<file path="src/rtl/prog_mem_if.sv">
// Fetch and load bus of the program memory. The CPU/loader side is the
// master; prog_mem is the slave.
interface prog_mem_if #(
  parameter int ADDR_W = 4,
  parameter int DATA_W = 8
);
  logic [ADDR_W-1:0] addr;
  logic [DATA_W-1:0] data;
  logic              hold;
  logic              load_start;
  logic              load_valid;
  logic [DATA_W-1:0] load_data;
  logic              load_last;
  logic              load_ready;
  logic [ADDR_W:0]   loaded_len;

  modport master (
    output addr, load_start, load_valid, load_data, load_last,
    input  data, hold, load_ready, loaded_len
  );

  modport slave (
    input  addr, load_start, load_valid, load_data, load_last,
    output data, hold, load_ready, loaded_len
  );
endinterface

</file>
<file path="src/rtl/prog_mem.sv">
// Program memory. It clears itself after reset, serves registered
// instruction fetches in RUN, and is reprogrammed through a valid/ready
// load stream. While the memory is being cleared or loaded, hold stalls
// the CPU and the fetch output is forced to zero (a NOP).
module prog_mem #(
  parameter int ADDR_W = 4,
  parameter int DATA_W = 8
) (
  input  logic       clk,
  input  logic       n_reset,
  prog_mem_if.slave  bus
);
  localparam int DEPTH = 1 << ADDR_W;

  typedef enum logic [1:0] {CLEAR, RUN, LOAD} state_t;

  state_t            state;
  state_t            next_state;
  logic [ADDR_W-1:0] clr_cnt;
  logic [ADDR_W-1:0] wptr;
  logic [DATA_W-1:0] mem [DEPTH];

  logic              xfer;
  logic              last_word;
  logic              clr_done;
  logic              wr_en;
  logic [ADDR_W-1:0] wr_addr;
  logic [DATA_W-1:0] wr_data;

  // A load word is accepted only in LOAD. The load ends on load_last or when
  // the top location is written, so the pointer never wraps.
  assign xfer      = (state == LOAD) && bus.load_valid;
  assign last_word = xfer && (bus.load_last || (wptr == ADDR_W'(DEPTH - 1)));
  assign clr_done  = (clr_cnt == ADDR_W'(DEPTH - 1));

  assign bus.hold       = (state != RUN);
  assign bus.load_ready = (state == LOAD);

  // Next-state logic. load_start is honoured only from RUN.
  always_comb begin
    // NOTE: every variable assigned in always_comb gets a default first, so no path can infer a latch.
    next_state = state;
    unique case (state)
      CLEAR:   if (clr_done) next_state = RUN;
      RUN:     if (bus.load_start) next_state = LOAD;
      LOAD:    if (last_word) next_state = RUN;
      default: next_state = CLEAR;
    endcase
  end

  // State register. Reset forces CLEAR so that an aborted load is wiped.
  always_ff @(posedge clk) begin
    // NOTE: sequential state uses non-blocking assignments so that every register samples pre-edge values.
    if (!n_reset) state <= CLEAR;
    else          state <= next_state;
  end

  // Clear counter, write pointer and the completed-load length.
  always_ff @(posedge clk) begin
    if (!n_reset) begin
      clr_cnt        <= '0;
      wptr           <= '0;
      bus.loaded_len <= '0;
    end else begin
      if (state == CLEAR) clr_cnt <= clr_cnt + 1'b1;
      if ((state == RUN) && bus.load_start) wptr <= '0;
      else if (xfer)                        wptr <= wptr + 1'b1;
      if (last_word) bus.loaded_len <= {1'b0, wptr} + (ADDR_W + 1)'(1);
    end
  end

  // One write port, shared by the clear sweep and load transfers. Writes
  // are blocked during reset so that reset takes priority over a load word.
  always_comb begin
    wr_en   = n_reset && ((state == CLEAR) || xfer);
    wr_addr = (state == CLEAR) ? clr_cnt : wptr;
    wr_data = (state == CLEAR) ? '0 : bus.load_data;
  end

  // Storage array.
  always_ff @(posedge clk) begin
    // NOTE: the array has no reset; the CLEAR sweep after every reset zeroes it.
    if (wr_en) mem[wr_addr] <= wr_data;
  end

  // Registered fetch. The read runs only in RUN, and writes happen only
  // outside RUN, so a read never meets a write to the same location.
  always_ff @(posedge clk) begin
    if (!n_reset)          bus.data <= '0;
    else if (state == RUN) bus.data <= mem[bus.addr];
    else                   bus.data <= '0;
  end
endmodule

</file>
<file path="src/flat_wrapper.sv">
// flat-port wrapper written by rule: the top's interface ports become plain ports
module prog_mem_flat 
#(
  parameter int ADDR_W = 4,
  parameter int DATA_W = 8
)
  (clk, n_reset, bus_addr, bus_load_start, bus_load_valid, bus_load_data, bus_load_last, bus_data, bus_hold, bus_load_ready, bus_loaded_len);
  prog_mem_if #(.ADDR_W(ADDR_W), .DATA_W(DATA_W)) bus_i ();
  input  logic clk;
  input  logic n_reset;
  input wire logic [$bits(bus_i.addr)-1:0] bus_addr;
  input wire logic [$bits(bus_i.load_start)-1:0] bus_load_start;
  input wire logic [$bits(bus_i.load_valid)-1:0] bus_load_valid;
  input wire logic [$bits(bus_i.load_data)-1:0] bus_load_data;
  input wire logic [$bits(bus_i.load_last)-1:0] bus_load_last;
  output wire logic [$bits(bus_i.data)-1:0] bus_data;
  output wire logic [$bits(bus_i.hold)-1:0] bus_hold;
  output wire logic [$bits(bus_i.load_ready)-1:0] bus_load_ready;
  output wire logic [$bits(bus_i.loaded_len)-1:0] bus_loaded_len;
  assign bus_i.addr = bus_addr;
  assign bus_i.load_start = bus_load_start;
  assign bus_i.load_valid = bus_load_valid;
  assign bus_i.load_data = bus_load_data;
  assign bus_i.load_last = bus_load_last;
  assign bus_data = bus_i.data;
  assign bus_hold = bus_i.hold;
  assign bus_load_ready = bus_i.load_ready;
  assign bus_loaded_len = bus_i.loaded_len;
  prog_mem #(.ADDR_W(ADDR_W), .DATA_W(DATA_W)) u_core (.clk(clk), .n_reset(n_reset), .bus(bus_i));
endmodule
</file>
<file path="config.mk">
export PLATFORM = sky130hd
export DESIGN_NAME = prog_mem_flat
export DESIGN_NICKNAME = d
export VERILOG_FILES = /design/src/rtl/prog_mem_if.sv /design/src/rtl/prog_mem.sv /design/src/flat_wrapper.sv
export SDC_FILE = /design/constraint.sdc
export NUM_CORES = 1
export LEC_CHECK = 0
export CAP_MARGIN = 20
export CORE_ASPECT_RATIO = 0.6
export CORE_UTILIZATION = 60
export CTS_BUF_LIST = sky130_fd_sc_hd__clkbuf_16
export CTS_CLUSTER_DIAMETER = 30
export DETAILED_ROUTE_END_ITERATION = 6
export PLACE_DENSITY = 0.88
export SYNTH_ARGS = -nofsm -noshare
export SYNTH_HDL_FRONTEND = slang
export SYNTH_SLANG_ARGS = --single-unit
export TNS_END_PERCENT = 1
</file>
<file path="constraint.sdc">
create_clock -name clk -period 5.9 [get_ports clk]
set_input_delay 0.59 -clock clk [delete_from_list [all_inputs] [get_ports clk]]
set_output_delay 0.59 -clock clk [all_outputs]
set_load 0.05 [all_outputs]
</file>
==> results of run 1 <==
==> state kept, by name, summed over array words and instances (netlist names) <==
signal / count
u_core.bus.data: 8
u_core.wptr: 4
u_core.bus.loaded_len: 5
u_core.state: 2
u_core.clr_cnt: 4
u_core.mem: 128
==> logic make-up (layout without fill, tap and decap cells) <==
kind of cell    Yosys count  in the layout  synth area share (%)
simple gates             73             73                  6.78
fa+ha+maj                 2              2                 0.412
mux                      40             40                  14.4
xor+xnor                  4              4                 0.577
compound gates           43             43                  4.82
buf+inv                  26             72                  2.18
flops                   151            151                  70.8
==> routing by layer <==
layer  part of all wire (%)  track usage, %
met4                    1.5            9.07
met5                      0               0
met1                     44            40.5
met3                     11            6.41
met2                     44            40.6
==> worst min-delay path: cells and delay by family, from the launching register on <==
family,cells,cell delay (ns)
compound gates,2,0.14
flops,1,0.31
==> power breakdown <==
group / internal, µW / switching [µW]
combinational: 41.6 / 41.2
sequential: 1160 / 6.99
clock: 614 / 417
==> per-stage QoR <==
step	total power, µW	setup slack [ns]
finish	2280	3.01
global route	2330	2.92
CTS	2290	3.03
detailed placement	1270	2.63
global placement	1260	2.67
floorplan	1240	3.70
==> cell usage in the layout (no fill, tap or decap), types with 8 or more instances in the layout <==
master             n
and3_1             9
a21oi_1           13
a221o_1            8
and2_1             8
edfxtp_1         128
clkdlybuf4s50_1   31
mux2_2             8
mux4_1            17
nor2_1            21
clkbuf_16         17
dfxtp_1           23
mux4_2            15
==> path summary, 6_finish.rpt <==
check,startpoint,to,slack [ns],depth (start not counted)
worst max-delay path,u_core.state[1],bus_load_ready,3.01,2
worst min-delay path,u_core.bus.loaded_len[1],u_core.bus.loaded_len[1],0.49,2
worst max register to register,u_core.state[1],u_core.mem[10][0],3.30,3
worst min register to register,u_core.bus.loaded_len[1],u_core.bus.loaded_len[1],0.49,2
==> final cells by class <==
type	count	area [µm²]	area share (%)
sequential	151	4300	61.2
timing repair buffer	34	333	4.73
clock buffer	17	425	6.05
clock inverter	15	138	1.96
multi-input combinational	162	1640	23.3
tap	135	169	2.40
inverter	6	22.5	0.320
==> results.py, run 1 <==
metrics = {
    "worst_setup_path": {
        "critPathSlowestCell": "clkdlybuf4s50_1",
        "crit_fanout": 22,
        "path_cells": "nor2b_1 > clkdlybuf4s50_1",
        "end_kind": "output port",
        "required_ns": 5.31,
        "critical-path-top-delay-family": "buffers and inverters",
        "cp-start-kind": "register",
        "arrival_ns": 2.30,
        "max_stage_delay_ns": 0.84,
        "path_buf_inv": 1,
        "critPathKind": "register to output port",
    },
    "logic_synthesis": {
        "synth.area.top_cells": "edfxtp_1, dfxtp_1, mux4_1",
        "synth.most_common_cell": "edfxtp_1",
        "yosys.cell_types.count": 42,
        "synth_area_um2": 6080,
        "synth_edf_count": 128,
        "synth_nets": 358,
        "syn_inst": 339,
        "ys_warn_count": 0,
        "synth_area_leader_cell": "edfxtp_1",
        "synth_ff_type": "edfxtp_1",
        "synth.avg_cell_area_um2": 17.9,
        "ys_top_cells_by_count": "edfxtp_1, dfxtp_1, nor2_1, mux4_1, mux4_2",
        "synth_seq_area_share_pct": 70.8,
        "synthArstFlopShare_pct": 0,
        "yosysTopAreaCellShare_pct": 63.3,
        "ys_seq_elements": 151,
    },
    "sta": {
        "fin_setup_tns_ns": 0,
        "slew_headroom_pct": 28.6,
        "hold_slack_ns": 0.489,
        "fin_crit_ns": 2.89,
        "max_slew.worst_pin.slew_ns": 1.07,
        "slew_violations": 0,
        "fin_crit_sh_pct": 49.0,
        "rsz0062_at_grt": "no",
        "max_freq_mhz": 346,
        "hold_viol": 0,
        "finalSetupViolations": 0,
        "fin_skew_ns": 0.0108,
    },
    "cells_and_area": {
        "area_delta_synth_final_pct": 15.7,
        "fillers": 573,
        "final_cells": 520,
        "nets": 391,
        "final_area_um2": 7030,
        "antenna_cells": 0,
        "fin_util_pct": 71.4,
        "layout-drive-gt1-share_pct": 15.3,
    },
    "die": {
        "rows": 28,
        "chipHeight_um": 79.9,
        "ioPinCount": 32,
        "die_area_um2": 10500,
        "core_area_um2": 9840,
        "start_util_pct": 61.7,
        "die_x_um": 132,
    },
    "clocking": {
        "cts_resized": 0,
        "cts_made_buffers": 17,
        "cts.sinks": 151,
        "root_buffer": "clkbuf_16",
        "post_cts_buffers": 0,
        "clkLatencyLatePin_ns": 0.42,
        "cts_htree_levels": 4,
        "postCtsHoldBufs": 0,
        "clk_pin_slew_ns": 0.06,
        "cts_max_path_buffers": 2,
        "cts_tree": "built",
    },
    "power_and_ir_drop": {
        "leakagePower_uw": 0.00227,
        "powerDensity_nw_per_um2": 324,
        "vdd_drop_max_mv": 0.215,
    },
    "job": {
        "max-cap-violations": 0,
    },
    "outcome": {
        "outcome": "completed",
    },
    "detailed_routing": {
        "post_drt_wl_per_cell_um": 25.3,
        "drt-pass1-iter-count": 5,
        "first_iter_violations": 493,
        "drc_errors": 0,
        "viasPerCell": 6.58,
        "vias": 3420,
        "routed_wl_mm": 13.1,
        "drt.antenna.violating_nets": 0,
    },
    "grt": {
        "antenna_found_initial": 0,
        "grt_util_all_layers_pct": 27.4,
        "grt-ovfl-total": 0,
        "grt_max_degree": 33,
        "grt_pass1_wl_mm": 19.8,
        "grt_pass1_vias": 3251,
    },
    "place": {
        "routabilityCongestion": 0.827,
        "io_buffers": 31,
        "dp_hpwl_mm": 8.48,
        "dp_cells": 488,
        "placed_area_um2": 6470,
    },
    "hold_path": {
        "hold_path.class": "register to register",
    },
}
Power figures use the tool's default switching activity.
==> run 2: changes to the inputs <==
--- a/config.mk
+++ b/config.mk
@@ -7,11 +7,11 @@
 export LEC_CHECK = 0
 export CAP_MARGIN = 20
 export CORE_ASPECT_RATIO = 0.6
-export CORE_UTILIZATION = 60
+export CORE_UTILIZATION = 53
 export CTS_BUF_LIST = sky130_fd_sc_hd__clkbuf_16
 export CTS_CLUSTER_DIAMETER = 30
 export DETAILED_ROUTE_END_ITERATION = 6
-export PLACE_DENSITY = 0.88
+export PLACE_DENSITY = 0.83
 export SYNTH_ARGS = -nofsm -noshare
 export SYNTH_HDL_FRONTEND = slang
 export SYNTH_SLANG_ARGS = --single-unit
==> constraint.sdc (replaced) <==
create_clock -name clk -period 2.6 [get_ports clk]
set_input_delay 0.26 -clock clk [delete_from_list [all_inputs] [get_ports clk]]
set_output_delay 0.26 -clock clk [all_outputs]
set_load 0.05 [all_outputs]
==> results.py, run 2 (synthesized netlist as in run 1, its figures left out) <==
metrics = {
    "worst_setup_path": {
        "end_kind": "output port",
        "arrival_ns": 2.05,
        "rr_endpoint": "u_core.mem[1][0]",
        "crit_start": "u_core.state[0]",
        "cp-start-kind": "register",
        "r2r_start": "u_core.state[0]",
        "r2r_cells": 4,
        "path_cells": "nand2b_1 > clkdlybuf4s50_1",
        "critPathSlowestCell": "dfxtp_1",
        "max_stage_delay_ns": 0.75,
        "crit_fanout": 20,
        "crit_end": "bus_hold",
        "required_ns": 2.34,
        "critPathKind": "register to output port",
        "r2r_setup_slack_ns": 0.47,
    },
    "cells_and_area": {
        "final_area_um2": 7260,
        "fillers": 687,
        "top_register": "u_core.mem",
        "layout_common_cells": "edfxtp_1, clkdlybuf4s50_1, dfxtp_1, nor2_1, buf_4",
        "layout-drive-gt1-share_pct": 19.6,
        "fin_util_pct": 66.9,
        "area_delta_synth_final_pct": 19.5,
        "mostFrequentLayoutCell": "edfxtp_1",
        "largest_register_ffs": 128,
        "multi_input_area_um2": 1640,
        "final_cells": 542,
        "antenna_cells": 0,
        "reg_top3": "u_core.mem: 128 flops, u_core.bus.data: 8 flops, u_core.bus.loaded_len: 5 flops",
        "nets": 409,
        "area.sequential_um2": 4310,
    },
    "power_and_ir_drop": {
        "powerDensity_nw_per_um2": 747,
        "leakagePower_uw": 0.00241,
        "power_uw": 5420,
        "vdd_drop_max_mv": 0.441,
    },
    "die": {
        "die_area_um2": 11900,
        "chipHeight_um": 84.9,
        "start_util_pct": 56.0,
        "die_x_um": 140,
        "ioPinCount": 32,
        "core_area_um2": 10800,
        "rows": 29,
    },
    "detailed_routing": {
        "viasPerCell": 6.19,
        "drt.antenna.violating_nets": 0,
        "vias": 3356,
        "drt-pass1-iter-count": 5,
        "post_drt_wl_per_cell_um": 23.4,
        "routed_wl_mm": 12.7,
        "drc_errors": 0,
        "first_iter_violations": 429,
    },
    "clocking": {
        "cts.sinks": 151,
        "cts_made_buffers": 17,
        "cts_max_path_buffers": 2,
        "clkLatencyLatePin_ns": 0.43,
        "cts_tree": "built",
        "clk_pin_slew_ns": 0.06,
        "root_buffer": "clkbuf_16",
        "cts_htree_levels": 4,
    },
    "place": {
        "io_buffers": 31,
        "placed_area_um2": 6630,
        "dp_hpwl_mm": 7.98,
        "dp_cells": 510,
        "routabilityCongestion": 0.803,
    },
    "sta": {
        "fin_crit_ns": 2.31,
        "fin_crit_sh_pct": 88.9,
        "slew_headroom_pct": 53.8,
        "fin_setup_tns_ns": 0,
        "rsz0062_at_grt": "no",
        "max_slew.worst_pin.slew_ns": 0.694,
        "fin_skew_ns": 0.0170,
        "max_freq_mhz": 433,
        "finalSetupViolations": 0,
        "slew_violations": 0,
        "hold_viol": 0,
    },
    "grt": {
        "grt-ovfl-total": 0,
        "grt_pass1_vias": 3314,
        "grt_max_degree": 33,
        "grt_pass1_wl_mm": 19.4,
        "grt_util_all_layers_pct": 23.6,
        "antenna_found_initial": 0,
    },
    "job": {
        "max-cap-violations": 0,
    },
    "outcome": {
        "outcome": "completed",
    },
    "hold_path": {
        "hold_path.class": "register to register",
    },
}
==> run 2: cell count changes in the layout (fill, tap and decap cells not counted), sizes merged <==
cell | previous run | this run
clkinv | 11 | 2
buf | 3 | 21
clkinvlp | 2 | 3
inv | 6 | 12
bufinv | 2 | 4
==> run 2: stage by stage <==
step	hold slack, ns	setup slack, ns
3_5_place_dp	0.474	0.288
6_report	0.477	0.289
3_3_place_gp	0.458	0.312
2_1_floorplan	0.378	0.560
4_1_cts	0.482	0.126
5_1_grt	0.510	0.212
==> run 2: timing repair <==
action	CTS	global route
setup buffers	0	0
hold buffers	0	0
endpoints found under the setup margin	0	1
resized for setup	0	1
==> run 2: cell type report <==
cell class	count	area share (%)
flip-flops and latches	151	59.3
multi-input cells	162	22.6
repair buffers	52	6.79
clock buffers	17	5.86
clock inverters	15	2.79
well taps	139	2.39
inverters	6	0.310
==> run 2: worst min-delay path by stage <==
stage	from	end	slack, ns	cells after the start
3_3_place_gp	u_core.bus.loaded_len[4]	u_core.bus.loaded_len[4]	0.46	2
3_5_place_dp	u_core.bus.loaded_len[4]	u_core.bus.loaded_len[4]	0.47	2
2_1_floorplan	n_reset	u_core.state[0]	0.38	1
4_1_cts	u_core.bus.loaded_len[4]	u_core.bus.loaded_len[4]	0.48	2
5_1_grt	bus_load_start	u_core.state[1]	0.51	3
6_report	u_core.bus.loaded_len[4]	u_core.bus.loaded_len[4]	0.48	2
==> run 2: worst max-delay path, delay by kind of cell, from the launching register on <==
family | cells | cell delay [ns]
DFF | 1 | 0.75
buffers and inverters | 1 | 0.73
and+or+nand+nor | 1 | 0.15
==> run 2: metal layers <==
layer  vias up  part of all wire (%)  wire [µm]  GRT usage [%]
met4         0                   1.7        216           9.69
met5         -                     0          0              0
met1      1664                    43       5400           34.3
met3        21                    10       1270           6.04
met2       188                    46       5770           34.3
li1       1483                     -          -              -
==> run 2: report_power, final <==
group / total [µW] / switching (µW) / internal, µW / leakage [µW]
logic: 199 / 93.9 / 105 / 0.000791
clock network: 2590 / 975 / 1610 / 0.000303
registers: 2640 / 13.8 / 2620 / 0.00132
total: 5420 / 1080 / 4340 / 0.00241
==> run 3: changes to the inputs <==
--- a/config.mk
+++ b/config.mk
@@ -6,8 +6,10 @@
 export NUM_CORES = 1
 export LEC_CHECK = 0
 export CAP_MARGIN = 20
+export CELL_PAD_IN_SITES_DETAIL_PLACEMENT = 0
+export CELL_PAD_IN_SITES_GLOBAL_PLACEMENT = 1
 export CORE_ASPECT_RATIO = 0.6
-export CORE_UTILIZATION = 53
+export CORE_UTILIZATION = 46
 export CTS_BUF_LIST = sky130_fd_sc_hd__clkbuf_16
 export CTS_CLUSTER_DIAMETER = 30
 export DETAILED_ROUTE_END_ITERATION = 6
==> results.py, run 3 (synthesized netlist as in run 1, its figures left out) <==
metrics = {
    "sta": {
        "slew_headroom_pct": 53.5,
        "fin_crit_sh_pct": 93.9,
        "fin_skew_ns": 0.00730,
        "rsz0062_at_grt": "no",
        "fin_crit_ns": 2.44,
        "slew_violations": 0,
        "hold_viol": 0,
        "timing.final.ws_setup_ns": 0.160,
        "max_slew.worst_pin.slew_ns": 0.697,
        "fin_setup_tns_ns": 0,
        "max_freq_mhz": 410,
        "finalSetupViolations": 0,
    },
    "power_and_ir_drop": {
        "sw_frac_of_total_pct": 19.4,
        "vdd_drop_max_mv": 0.469,
        "p_seq_share_pct": 49.2,
        "combPwrFrac_pct": 3.7,
        "leakagePower_uw": 0.00241,
        "internal_power_uw": 4320,
        "powerDensity_nw_per_um2": 736,
        "netSwitchingPower_uw": 1040,
        "clock_power_share_pct": 47.2,
    },
    "die": {
        "ioPinCount": 32,
        "core_area_um2": 12900,
        "start_util_pct": 47.3,
        "chipHeight_um": 91.0,
        "die_x_um": 150,
        "rows": 32,
        "die_area_um2": 13700,
    },
    "detailed_routing": {
        "routed_wl_mm": 12.6,
        "viasPerCell": 5.62,
        "drt-pass1-iter-count": 4,
        "post_drt_wl_per_cell_um": 21.9,
        "first_iter_violations": 350,
        "drt.antenna.violating_nets": 0,
        "drc_errors": 0,
        "vias": 3226,
    },
    "clocking": {
        "root_buffer": "clkbuf_16",
        "clkLatencyLatePin_ns": 0.41,
        "cts_max_path_buffers": 2,
        "post_cts_buffers": 0,
        "cts.sinks": 151,
        "cts_made_buffers": 17,
        "cts_resized": 0,
        "cts_tree": "built",
        "clk_pin_slew_ns": 0.06,
        "postCtsHoldBufs": 0,
        "cts_htree_levels": 4,
    },
    "cells_and_area": {
        "layout-drive-gt1-share_pct": 18.8,
        "mostFrequentLayoutCell": "edfxtp_1",
        "top_register": "u_core.mem",
        "reg_top3": "u_core.mem: 128 flops, u_core.bus.data: 8 flops, u_core.bus.loaded_len: 5 flops",
        "nets": 410,
        "layout_common_cells": "edfxtp_1, clkdlybuf4s50_1, dfxtp_1, nor2_1, buf_4",
        "area_delta_synth_final_pct": 20.0,
        "largest_register_ffs": 128,
        "antenna_cells": 0,
    },
    "place": {
        "dpl_worst_slack_ns": 0.286,
        "dp_hpwl_mm": 8.19,
        "io_buffers": 31,
        "routabilityCongestion": 0.790,
    },
    "worst_setup_path": {
        "end_kind": "output port",
        "r2r_setup_slack_ns": 0.58,
        "required_ns": 2.34,
        "max_stage_delay_ns": 0.82,
        "crit_end": "bus_load_ready",
        "r2r_start": "u_core.state[1]",
        "rr_endpoint": "u_core.mem[0][1]",
        "critPathKind": "register to output port",
        "path_cells": "nor2b_1 > clkdlybuf4s50_1",
        "critPathSlowestCell": "clkdlybuf4s50_1",
        "cp-start-kind": "register",
        "crit_start": "u_core.state[1]",
        "crit_fanout": 22,
        "r2r_cells": 2,
        "arrival_ns": 2.18,
    },
    "grt": {
        "antenna_found_initial": 0,
        "grt_util_all_layers_pct": 20.7,
        "grt-ovfl-total": 0,
        "grt_max_degree": 33,
        "grt_pass1_wl_mm": 19.5,
        "grt_pass1_vias": 3298,
    },
    "outcome": {
        "outcome": "completed",
    },
    "job": {
        "max-cap-violations": 0,
    },
    "hold_path": {
        "hold_path.class": "register to register",
    },
}
-- run 3: worst min-delay path by stage --
stage / from / to / slack [ns] / cells past startpoint
floorplan: n_reset / u_core.state[0] / 0.38 / 1
global placement: u_core.bus.loaded_len[4] / u_core.bus.loaded_len[4] / 0.46 / 2
detailed placement: u_core.bus.loaded_len[4] / u_core.bus.loaded_len[4] / 0.47 / 2
CTS: u_core.bus.loaded_len[4] / u_core.bus.loaded_len[4] / 0.48 / 2
global route: u_core.bus.loaded_len[4] / u_core.bus.loaded_len[4] / 0.54 / 2
finish: u_core.bus.loaded_len[4] / u_core.bus.loaded_len[4] / 0.48 / 2
-- run 3: power groups by stage --
stage | Combinational (µW) | Clock (µW) | Sequential, µW
4_1_cts | 200 | 2590 | 2640
3_3_place_gp | 194 | 0 | 2680
2_1_floorplan | 131 | 0 | 2680
3_5_place_dp | 199 | 0 | 2690
5_1_grt | 213 | 2680 | 2640
6_report | 197 | 2530 | 2640
-- run 3: critical path, delay by kind of cell (launching register included) --
family	cells	cell delay [ns]
buf+inv	1	0.82
flops	1	0.71
simple gates	1	0.23
-- run 3: layout make-up --
cell class                 count  area (µm²)
clock inverter                15         185
clock buffer                  17         425
sequential                   151        4300
multi-input combinational    162        1640
inverter                       6        22.5
timing repair buffer          53         500
tap                          170         213
fill                         952        5560
-- run 3: per-stage QoR --
stage               hold WS, ns  instance area [µm²]  utilization (%)  cells  power [µW]
floorplan                 0.378                 6080                -    339        2810
CTS                       0.481                 7290             56.7    574        5420
detailed placement        0.470                 6680             52.0    542        2890
finish                    0.479                 7290             56.7    574        5360
global route              0.537                 7290             56.7    574        5530
global placement          0.462                 6680             52.0    542        2880
-- run 3: per-layer routing --
metal  up-vias  wire length [µm]  GRT usage [%]  part of all wire, %
li1       1487                 -              -                    -
met1      1615              5880           32.2                   47
met2       120              5450           27.6                   43
met3         4              1190           6.63                  9.4
met4         0                53           5.30                 0.42
met5         -                 0              0                    0
